==> config.mk <==
export PLATFORM = sky130hd
export DESIGN_NAME = lsu
export DESIGN_NICKNAME = d
export VERILOG_FILES = /design/src/rtl/lsu_pkg.sv /design/src/rtl/lsu_align.sv /design/src/rtl/lsu.sv
export SDC_FILE = /design/constraint.sdc
export NUM_CORES = 1
export LEC_CHECK = 0
export BUFFER_PORTS_ARGS = -buffer_cell sky130_fd_sc_hd__buf_2
export CAP_MARGIN = 20
export CORE_UTILIZATION = 30
export CTS_CLUSTER_DIAMETER = 30
export CTS_CLUSTER_SIZE = 25
export DETAILED_ROUTE_END_ITERATION = 10
export PLACE_DENSITY_LB_ADDON = 0.2
export SYNTH_ARGS = -nofsm -noshare
export SYNTH_HDL_FRONTEND = slang
export SYNTH_SLANG_ARGS = --single-unit
==> constraint.sdc <==
create_clock -name clk -period 2.2 [get_ports clk]
set_clock_uncertainty 0.2 [all_clocks]
set_input_delay 0.22 -clock clk [delete_from_list [all_inputs] [get_ports clk]]
set_output_delay 0.22 -clock clk [all_outputs]
set_load 0.02 [all_outputs]
==> src/rtl/lsu_pkg.sv <==
// Shared definitions for the load/store unit.
// Holds the datapath widths, the RV32I funct3 size codes, the FSM state
// encoding, and a helper that maps funct3 to an access size.
package lsu_pkg;

  localparam int unsigned XLEN_WIDTH = 32;
  localparam int unsigned REG_ADDR   = 5;

  localparam logic [2:0] F3_B  = 3'b000;
  localparam logic [2:0] F3_H  = 3'b001;
  localparam logic [2:0] F3_W  = 3'b010;
  localparam logic [2:0] F3_BU = 3'b100;
  localparam logic [2:0] F3_HU = 3'b101;

  typedef enum logic [0:0] {
    ST_IDLE   = 1'b0,
    ST_ACCESS = 1'b1
  } lsu_state_e;

  typedef enum logic [1:0] {
    SZ_B = 2'd0,
    SZ_H = 2'd1,
    SZ_W = 2'd2
  } lsu_size_e;

  // Unknown codes fall back to word size.
  function automatic lsu_size_e f3_size(input logic [2:0] f3);
    lsu_size_e sz;
    case (f3)
      F3_B, F3_BU: sz = SZ_B;
      F3_H, F3_HU: sz = SZ_H;
      default:     sz = SZ_W;
    endcase
    return sz;
  endfunction

endpackage

==> src/rtl/lsu_align.sv <==
// Combinational lane logic for the load/store unit.
// Request side (incoming instruction): store data replication, byte strobes,
// and the misalignment check. Response side (captured access): load lane
// extraction with sign or zero extension.
// Ports:
//   req_funct3, req_addr_lo, req_store_data : incoming instruction fields
//   rsp_funct3, rsp_addr_lo, rsp_rdata      : captured access + memory word
//   wdata_c, wstrb_c, misalign_c            : store lanes / alignment result
//   load_data_c                             : aligned, extended load value
module lsu_align
  import lsu_pkg::*;
#(
  parameter int unsigned XLEN = XLEN_WIDTH
) (
  input  logic [2:0]      req_funct3,
  input  logic [1:0]      req_addr_lo,
  input  logic [XLEN-1:0] req_store_data,
  input  logic [2:0]      rsp_funct3,
  input  logic [1:0]      rsp_addr_lo,
  input  logic [XLEN-1:0] rsp_rdata,
  output logic [XLEN-1:0] wdata_c,
  output logic [3:0]      wstrb_c,
  output logic            misalign_c,
  output logic [XLEN-1:0] load_data_c
);

  lsu_size_e      req_size;
  lsu_size_e      rsp_size;
  logic [XLEN-1:0] byte_sh;
  logic [XLEN-1:0] half_sh;
  logic [7:0]      byte_lane;
  logic [15:0]     half_lane;

  assign req_size = f3_size(req_funct3);
  assign rsp_size = f3_size(rsp_funct3);

  // Store lanes: data replicated so the strobes alone pick the target bytes.
  always_comb begin
    wdata_c    = req_store_data;
    wstrb_c    = 4'b1111;
    misalign_c = 1'b0;
    case (req_size)
      SZ_B: begin
        wdata_c    = XLEN'({4{req_store_data[7:0]}});
        wstrb_c    = 4'b0001 << req_addr_lo;
        misalign_c = 1'b0;
      end
      SZ_H: begin
        wdata_c    = XLEN'({2{req_store_data[15:0]}});
        wstrb_c    = 4'b0011 << req_addr_lo;
        misalign_c = req_addr_lo[0];
      end
      default: begin
        wdata_c    = req_store_data;
        wstrb_c    = 4'b1111;
        misalign_c = |req_addr_lo;
      end
    endcase
  end

  assign byte_sh   = rsp_rdata >> {rsp_addr_lo, 3'b000};
  assign half_sh   = rsp_rdata >> {rsp_addr_lo[1], 4'b0000};
  assign byte_lane = byte_sh[7:0];
  assign half_lane = half_sh[15:0];

  // Load extract: funct3[2] selects the unsigned variants.
  always_comb begin
    load_data_c = rsp_rdata;
    case (rsp_size)
      SZ_B: load_data_c = rsp_funct3[2] ? XLEN'(byte_lane)
                                        : {{(XLEN-8){byte_lane[7]}}, byte_lane};
      SZ_H: load_data_c = rsp_funct3[2] ? XLEN'(half_lane)
                                        : {{(XLEN-16){half_lane[15]}}, half_lane};
      default: load_data_c = rsp_rdata;
    endcase
  end

endmodule

==> src/rtl/lsu.sv <==
// Load/store unit: memory-access stage downstream of ex.
// ALU ops are registered straight to write-back; loads/stores run a
// req/ready handshake to data memory while holding pause high.
// Ports:
//   clk, rst                         : clock, async active-low reset
//   in_*                             : instruction from ex
//   pause                            : upstream stall while an access is open
//   mem_req/we/addr/wdata/wstrb      : data memory request (held until ready)
//   mem_ready, mem_rdata             : data memory response
//   wb_en/addr/data                  : register write-back (one-cycle strobe)
//   misalign                         : one-cycle pulse on a misaligned access
module lsu
  import lsu_pkg::*;
#(
  parameter int unsigned XLEN   = XLEN_WIDTH,
  parameter int unsigned REG_AW = REG_ADDR
) (
  input  logic              clk,
  input  logic              rst,
  input  logic              in_valid,
  input  logic              in_is_load,
  input  logic              in_is_store,
  input  logic [2:0]        in_funct3,
  input  logic [XLEN-1:0]   in_result,
  input  logic [XLEN-1:0]   in_store_data,
  input  logic [REG_AW-1:0] in_rd,
  input  logic              in_rd_en,
  output logic              pause,
  output logic              mem_req,
  output logic              mem_we,
  output logic [XLEN-1:0]   mem_addr,
  output logic [XLEN-1:0]   mem_wdata,
  output logic [3:0]        mem_wstrb,
  input  logic              mem_ready,
  input  logic [XLEN-1:0]   mem_rdata,
  output logic              wb_en,
  output logic [REG_AW-1:0] wb_addr,
  output logic [XLEN-1:0]   wb_data,
  output logic              misalign
);

  lsu_state_e        state;
  logic [REG_AW-1:0] cap_rd;
  logic [2:0]        cap_funct3;
  logic [1:0]        cap_addr_lo;

  logic [XLEN-1:0]   wdata_c;
  logic [3:0]        wstrb_c;
  logic              misalign_c;
  logic [XLEN-1:0]   load_data_c;
  logic              is_mem_c;

  assign is_mem_c = in_is_load | in_is_store;

  lsu_align #(.XLEN(XLEN)) u_align (
    .req_funct3     (in_funct3),
    .req_addr_lo    (in_result[1:0]),
    .req_store_data (in_store_data),
    .rsp_funct3     (cap_funct3),
    .rsp_addr_lo    (cap_addr_lo),
    .rsp_rdata      (mem_rdata),
    .wdata_c        (wdata_c),
    .wstrb_c        (wstrb_c),
    .misalign_c     (misalign_c),
    .load_data_c    (load_data_c)
  );

  // FSM with registered outputs; wb_en and misalign default low so they pulse.
  always_ff @(posedge clk or negedge rst) begin
    if (!rst) begin
      state       <= ST_IDLE;
      pause       <= 1'b0;
      mem_req     <= 1'b0;
      mem_we      <= 1'b0;
      mem_addr    <= '0;
      mem_wdata   <= '0;
      mem_wstrb   <= '0;
      wb_en       <= 1'b0;
      wb_addr     <= '0;
      wb_data     <= '0;
      misalign    <= 1'b0;
      cap_rd      <= '0;
      cap_funct3  <= '0;
      cap_addr_lo <= '0;
    end else begin
      wb_en    <= 1'b0;
      misalign <= 1'b0;
      case (state)
        ST_IDLE: begin
          if (in_valid) begin
            if (!is_mem_c) begin
              wb_en   <= in_rd_en & (in_rd != '0);
              wb_addr <= in_rd;
              wb_data <= in_result;
            end else if (misalign_c) begin
              misalign <= 1'b1;
            end else begin
              // Store wins if both flags are set.
              mem_req     <= 1'b1;
              mem_we      <= in_is_store;
              mem_addr    <= {in_result[XLEN-1:2], 2'b00};
              mem_wdata   <= in_is_store ? wdata_c : '0;
              mem_wstrb   <= in_is_store ? wstrb_c : 4'b0000;
              pause       <= 1'b1;
              cap_rd      <= in_rd;
              cap_funct3  <= in_funct3;
              cap_addr_lo <= in_result[1:0];
              state       <= ST_ACCESS;
            end
          end
        end
        ST_ACCESS: begin
          if (mem_ready) begin
            mem_req <= 1'b0;
            pause   <= 1'b0;
            state   <= ST_IDLE;
            if (!mem_we) begin
              wb_en   <= (cap_rd != '0);
              wb_addr <= cap_rd;
              wb_data <= load_data_c;
            end
          end
        end
        default: state <= ST_IDLE;
      endcase
    end
  end

endmodule

==> results of run 1 <==
logic make-up after synthesis:
group                  count (synthesis)  share of synthesized area, %
buffers and inverters                 51                          4.87
AO/OA/AOI/OAI                        146                          17.1
other                                  1                        0.0627
flip-flops                           118                          49.4
AND/OR/NAND/NOR                      144                          10.5
multiplexers                          87                          18.0
how the worst max path moves through the flow:
stage	start	end	slack, ps	depth (start not counted)
3_3_place_gp	state	wb_data[19]	240	4
5_1_grt	in_result[0]	mem_addr[19]	100	6
3_5_place_dp	state	wb_data[30]	170	4
6_report	in_result[0]	mem_addr[18]	180	6
4_1_cts	state	wb_data[30]	160	4
2_1_floorplan	mem_we	wb_data[15]	400	4
cell usage in the layout, fill, tap and decap left out, types with 5 or more instances in the layout:
cell             n
a22oi_1          5
nor2_1          33
dlygate4sd3_1   90
buf_4           26
mux2_4          40
buf_2          217
o21ai_0         63
dfrtp_1        118
a221oi_1        24
buf_12           5
clkbuf_16       17
o31ai_1         16
nand2_1         93
mux2_2           6
a21oi_1          5
mux2i_1         41
o22ai_1          9
layer usage:
layer  vias up  track usage (%)  share of wire [%]  wire length, um
met2       236             33.7                 48             9760
met3        23             5.90                7.2             1470
met1      2692             25.7                 43             8860
li1       2592                -                  -                -
met4         0             6.33                1.7              346
met5         -                0                  0                0
worst max-delay path, delay by kind of cell:
kind / cells / cell delay (ps)
buffers and inverters: 3 / 1160
muxes: 1 / 340
AOI/OAI and AO/OA: 2 / 360
report_power, final:
part / internal, mW / switching [mW] / leakage [nW]
combinational: 1.36 / 1.89 / 2.62
clock: 1.64 / 0.948 / 0.270
sequential: 2.80 / 0.385 / 1.43
sequential cells by signal (all words and copies together) (netlist names):
signal,cells
cap_addr_lo,2
wb_addr,5
misalign,1
mem_req,1
mem_wstrb,4
mem_wdata,32
mem_addr,30
wb_data,32
cap_funct3,3
state,1
cap_rd,5
wb_en,1
mem_we,1
layout make-up:
type	instances	area (um^2)	area share, %
Clock buffer	23	488	5.51
Clock inverter	5	50.0	0.565
Inverter	4	15.0	0.169
Multi-Input combinational cell	379	2740	30.9
Sequential cell	118	2950	33.3
Tap cell	265	332	3.74
Timing Repair Buffer	338	2280	25.8
timing repair:
item                                    CTS  global route
endpoints found under the setup margin    0             0
setup buffers                             0             0
hold endpoints to repair                222             0
gates resized for setup                   0             0
hold buffers                             90             0
through the flow:
step	worst slack (ps)	instance area, um^2	total power, mW
floorplan	401	5990	5.15
finish	178	8860	9.02
detailed placement	172	7420	6.34
CTS	159	8850	9.13
global route	104	8860	9.55
global placement	238	7420	6.27
==> flow_metrics.tcl, run 1 <==
set metrics [dict create \
    hold_violations 0 \
    wl_per_cell_um 18.1 \
    die_h_um 143 \
    core.rowCount 51 \
    numCtsBuffers 17 \
    num_vias 5543 \
    core_um2 19500 \
    grt_max_degree 79 \
    grt_pass1_wl_mm 31.6 \
    cp_slowest_cell "dlygate4sd3_1" \
    powerDensity_nw_per_um2 1020 \
    yosys.area.top_type "dfrtp_1" \
    reg2regPathDepth 6 \
    r2r-start "state" \
    hpwl_mm 14.7 \
    min_to "wb_data[30]" \
    seq_area_frac_synth_pct 49.4 \
    grt_overflow_total 0 \
    routed_wl_mm 20.4 \
    fin_util_pct 45.4 \
    required_ps 2290 \
    first_global_vias 5674 \
    synthTopCellsByArea "dfrtp_1, mux2_4, mux2i_1, nand2_1, o21ai_0" \
    nFillCells 1886 \
    finalSetupViolCount 0 \
    cts_tree "yes" \
    startpoint_type "input port" \
    layout.cells.non_filler 1132 \
    cellLeakagePower_nw 4.32 \
    cts_root_buf "clkbuf_16" \
    r2r-end "wb_data[29]" \
    start_util_pct 30.6 \
    synth_cell_types 48 \
    cts.sinks 118 \
    yosys.cell_count.top_type "dfrtp_1" \
    netlist_area_um2 5980 \
    antenna_found_initial 1 \
    io_buffers 218 \
    status "finished clean" \
    pin_count 221 \
    insertion_delay_ps 410 \
    peakVddDrop_mv 0.573 \
    cts_buffer_depth 2 \
    place.gp.congestion 0.811 \
    final_antenna_net_count 0 \
    path_clk_slew_ps 50 \
    max_stage_delay_ps 520 \
    ys_seq_elements 118 \
    path_cells "dlygate4sd3_1 -> buf_2 -> a21oi_1 -> o221ai_4 -> buf_4 -> mux2_4" \
    whs_path_depth 3 \
    syn_avg_cell_area_um2 10.9 \
    antenna_cells 0 \
    max_freq_mhz 495 \
    slew_headroom_pct 56.7 \
    crit_type "input port to flop" \
    synth_top_flop_cell "dfrtp_1" \
    setup_tns_ps 0 \
    worstMarginPinSlew_ps 648 \
    h-tree-depth 4 \
    grt_usage_pct 20.4 \
    viasPerCell 4.90 \
    async_reset_ff_share_pct 100 \
    layout-drive-gt1-share_pct 38.2 \
    drt_first_pass_iters 4 \
    synth_commonest_cells "dfrtp_1, nand2_1, o21ai_0" \
    cp.arrival_ps 2110 \
    nets 969 \
    syn2layout_area_growth_pct 48.1 \
    endpoint_kind "flop" \
    final_max_slew_viol_count 0 \
    place_inst 1013 \
    synth_edf_count 0 \
    hold_class "input port to flop" \
    layout_min_cycle_time_ps 2020 \
    hold_slack_ps 18.8 \
    cap_viol_max_count 0 \
    crit_fanout 22 \
    min_from "mem_rdata[30]" \
    ys_warn_count 0 \
    rsz0062_at_grt "false" \
    layout_worst_path_cycle_share_pct 91.9 \
    drc 0 \
    die_w_um 143 \
    postSynthCellCount 547 \
    yosys.area.top_type_share_pct 49.4 \
    ff2ff_setup_slack_ps 250 \
    drt_first_iter_violations 292 \
    die_area_um2 20500 \
]
No activity file was read; power rests on OpenSTA's default activity.
==> run 2: changes to the inputs <==
- HOLD_SLACK_MARGIN: not set -> 0.12
==> flow_metrics.tcl, run 2 (synthesized netlist as in run 1, its figures left out) <==
set metrics [dict create \
    status "finished clean" \
    startpoint_type "input port" \
    finalPower_mw 9.05 \
    min_from "in_is_load" \
    wl_per_cell_um 18.0 \
    reg_top3 "mem_wdata x32, wb_data x32, mem_addr x30" \
    cts_buffer_depth 2 \
    required_ps 2290 \
    place.gp.congestion 0.811 \
    multi_input_area_um2 2740 \
    numCtsBuffers 17 \
    crit_fanout 22 \
    io_buffers 218 \
    core_um2 19500 \
    r2r-start "state" \
    antenna_found_initial 1 \
    core.rowCount 51 \
    crit_type "input port to flop" \
    rsz0062_at_grt "false" \
    hold_class "input port to flop" \
    ff_latch_area_um2 2950 \
    setup_tns_ps 0 \
    grt_pass1_wl_mm 31.9 \
    slew_headroom_pct 43.9 \
    die_w_um 143 \
    syn2layout_area_growth_pct 50.1 \
    drt_first_iter_violations 271 \
    placed_cell_area_um2 7420 \
    grt_max_degree 79 \
    start_util_pct 30.6 \
    nFillCells 1873 \
    setup_slack_ps 184 \
    h-tree-depth 4 \
    finish.instance_area_um2 8980 \
    viasPerCell 4.88 \
    routed_wl_mm 20.6 \
    hpwl_mm 14.7 \
    cts.sinks 118 \
    insertion_delay_ps 410 \
    grt_overflow_total 0 \
    drt_first_pass_iters 5 \
    endpoint_kind "flop" \
    powerDensity_nw_per_um2 1010 \
    cts_tree "yes" \
    final_common_cell "buf_2" \
    path_clk_slew_ps 60 \
    final_max_slew_viol_count 0 \
    cp.arrival_ps 2100 \
    num_vias 5588 \
    die_area_um2 20500 \
    max_freq_mhz 496 \
    drc 0 \
    cap_viol_max_count 0 \
    layout_worst_path_cycle_share_pct 91.6 \
    layout_min_cycle_time_ps 2020 \
    grt_usage_pct 20.6 \
    pre_cts_ws_ps 172 \
    cellLeakagePower_nw 4.37 \
    startpoint "in_result[0]" \
    hold_slack_ps 176 \
    worstMarginPinSlew_ps 839 \
    layout_common_cells "buf_2, dfrtp_1, dlygate4sd3_1" \
    first_global_vias 5730 \
    peakVddDrop_mv 0.573 \
    pin_count 221 \
    hold_violations 0 \
    layout-drive-gt1-share_pct 37.7 \
    die_h_um 143 \
    nets 981 \
    antenna_cells 0 \
    cts_root_buf "clkbuf_16" \
    final_antenna_net_count 0 \
    finalSetupViolCount 0 \
]
-- run 2: changes by cell type in the layout (fill, tap and decap cells not counted), sizes merged --
cell,previous run,this run
dlygate4sd3,90,102
-- run 2: per-stage QoR --
stage          std cells  util, %
5_1_grt             1144     46.0
2_1_floorplan        548        -
3_3_place_gp        1013     38.0
3_5_place_dp        1013     38.0
6_report            1144     46.0
4_1_cts             1143     46.0
-- run 2: final cells by class --
cell class / count / share of cell area [%]
clock buffers: 23 / 5.43
clock inverters: 5 / 0.557
inverters: 4 / 0.167
multi-input cells: 379 / 30.5
flip-flops and latches: 118 / 32.9
well taps: 265 / 3.69
repair buffers: 350 / 26.7
-- run 2: worst paths after layout --
| check | to | slack (ps) | cells past startpoint |
|---|---|---|---|
| worst max register to register | wb_en | 210 | 6 |
| worst min register to register | wb_addr[2] | 280 | 2 |
| worst max-delay path | mem_addr[18] | 180 | 6 |
| min in group asynchronous | cap_rd[4] | 210 | 3 |
| worst min-delay path | misalign | 180 | 3 |
| max in group asynchronous | wb_data[15] | 360 | 3 |
-- run 2: power breakdown --
part           switching, mW  internal, mW  leakage, nW  total [mW]
registers              0.385          2.80         1.43        3.18
logic                   1.89          1.38         2.67        3.27
clock network          0.953          1.64        0.270        2.59
total                   3.23          5.81         4.37        9.05
-- run 2: critical path, cell delays in order --
cell and delay [ps]:
dlygate4sd3_1 520, buf_2 190, a21oi_1 110, o221ai_4 250, buf_4 440, mux2_4 340
-- run 2: routing by layer --
| metal | vias up | part of all wire (%) | GRT usage, % |
|---|---|---|---|
| li1 | 2618 | - | - |
| met3 | 23 | 7.4 | 5.90 |
| met1 | 2710 | 43 | 26.0 |
| met4 | 0 | 1.7 | 6.33 |
| met2 | 237 | 48 | 34.0 |
| met5 | - | 0 | 0 |
-- run 2: what timing repair did --
item | CTS | global route
hold endpoints to repair | 230 | 0
hold buffers | 102 | 0
buffers inserted | 0 | 0
gates resized for setup | 0 | 0
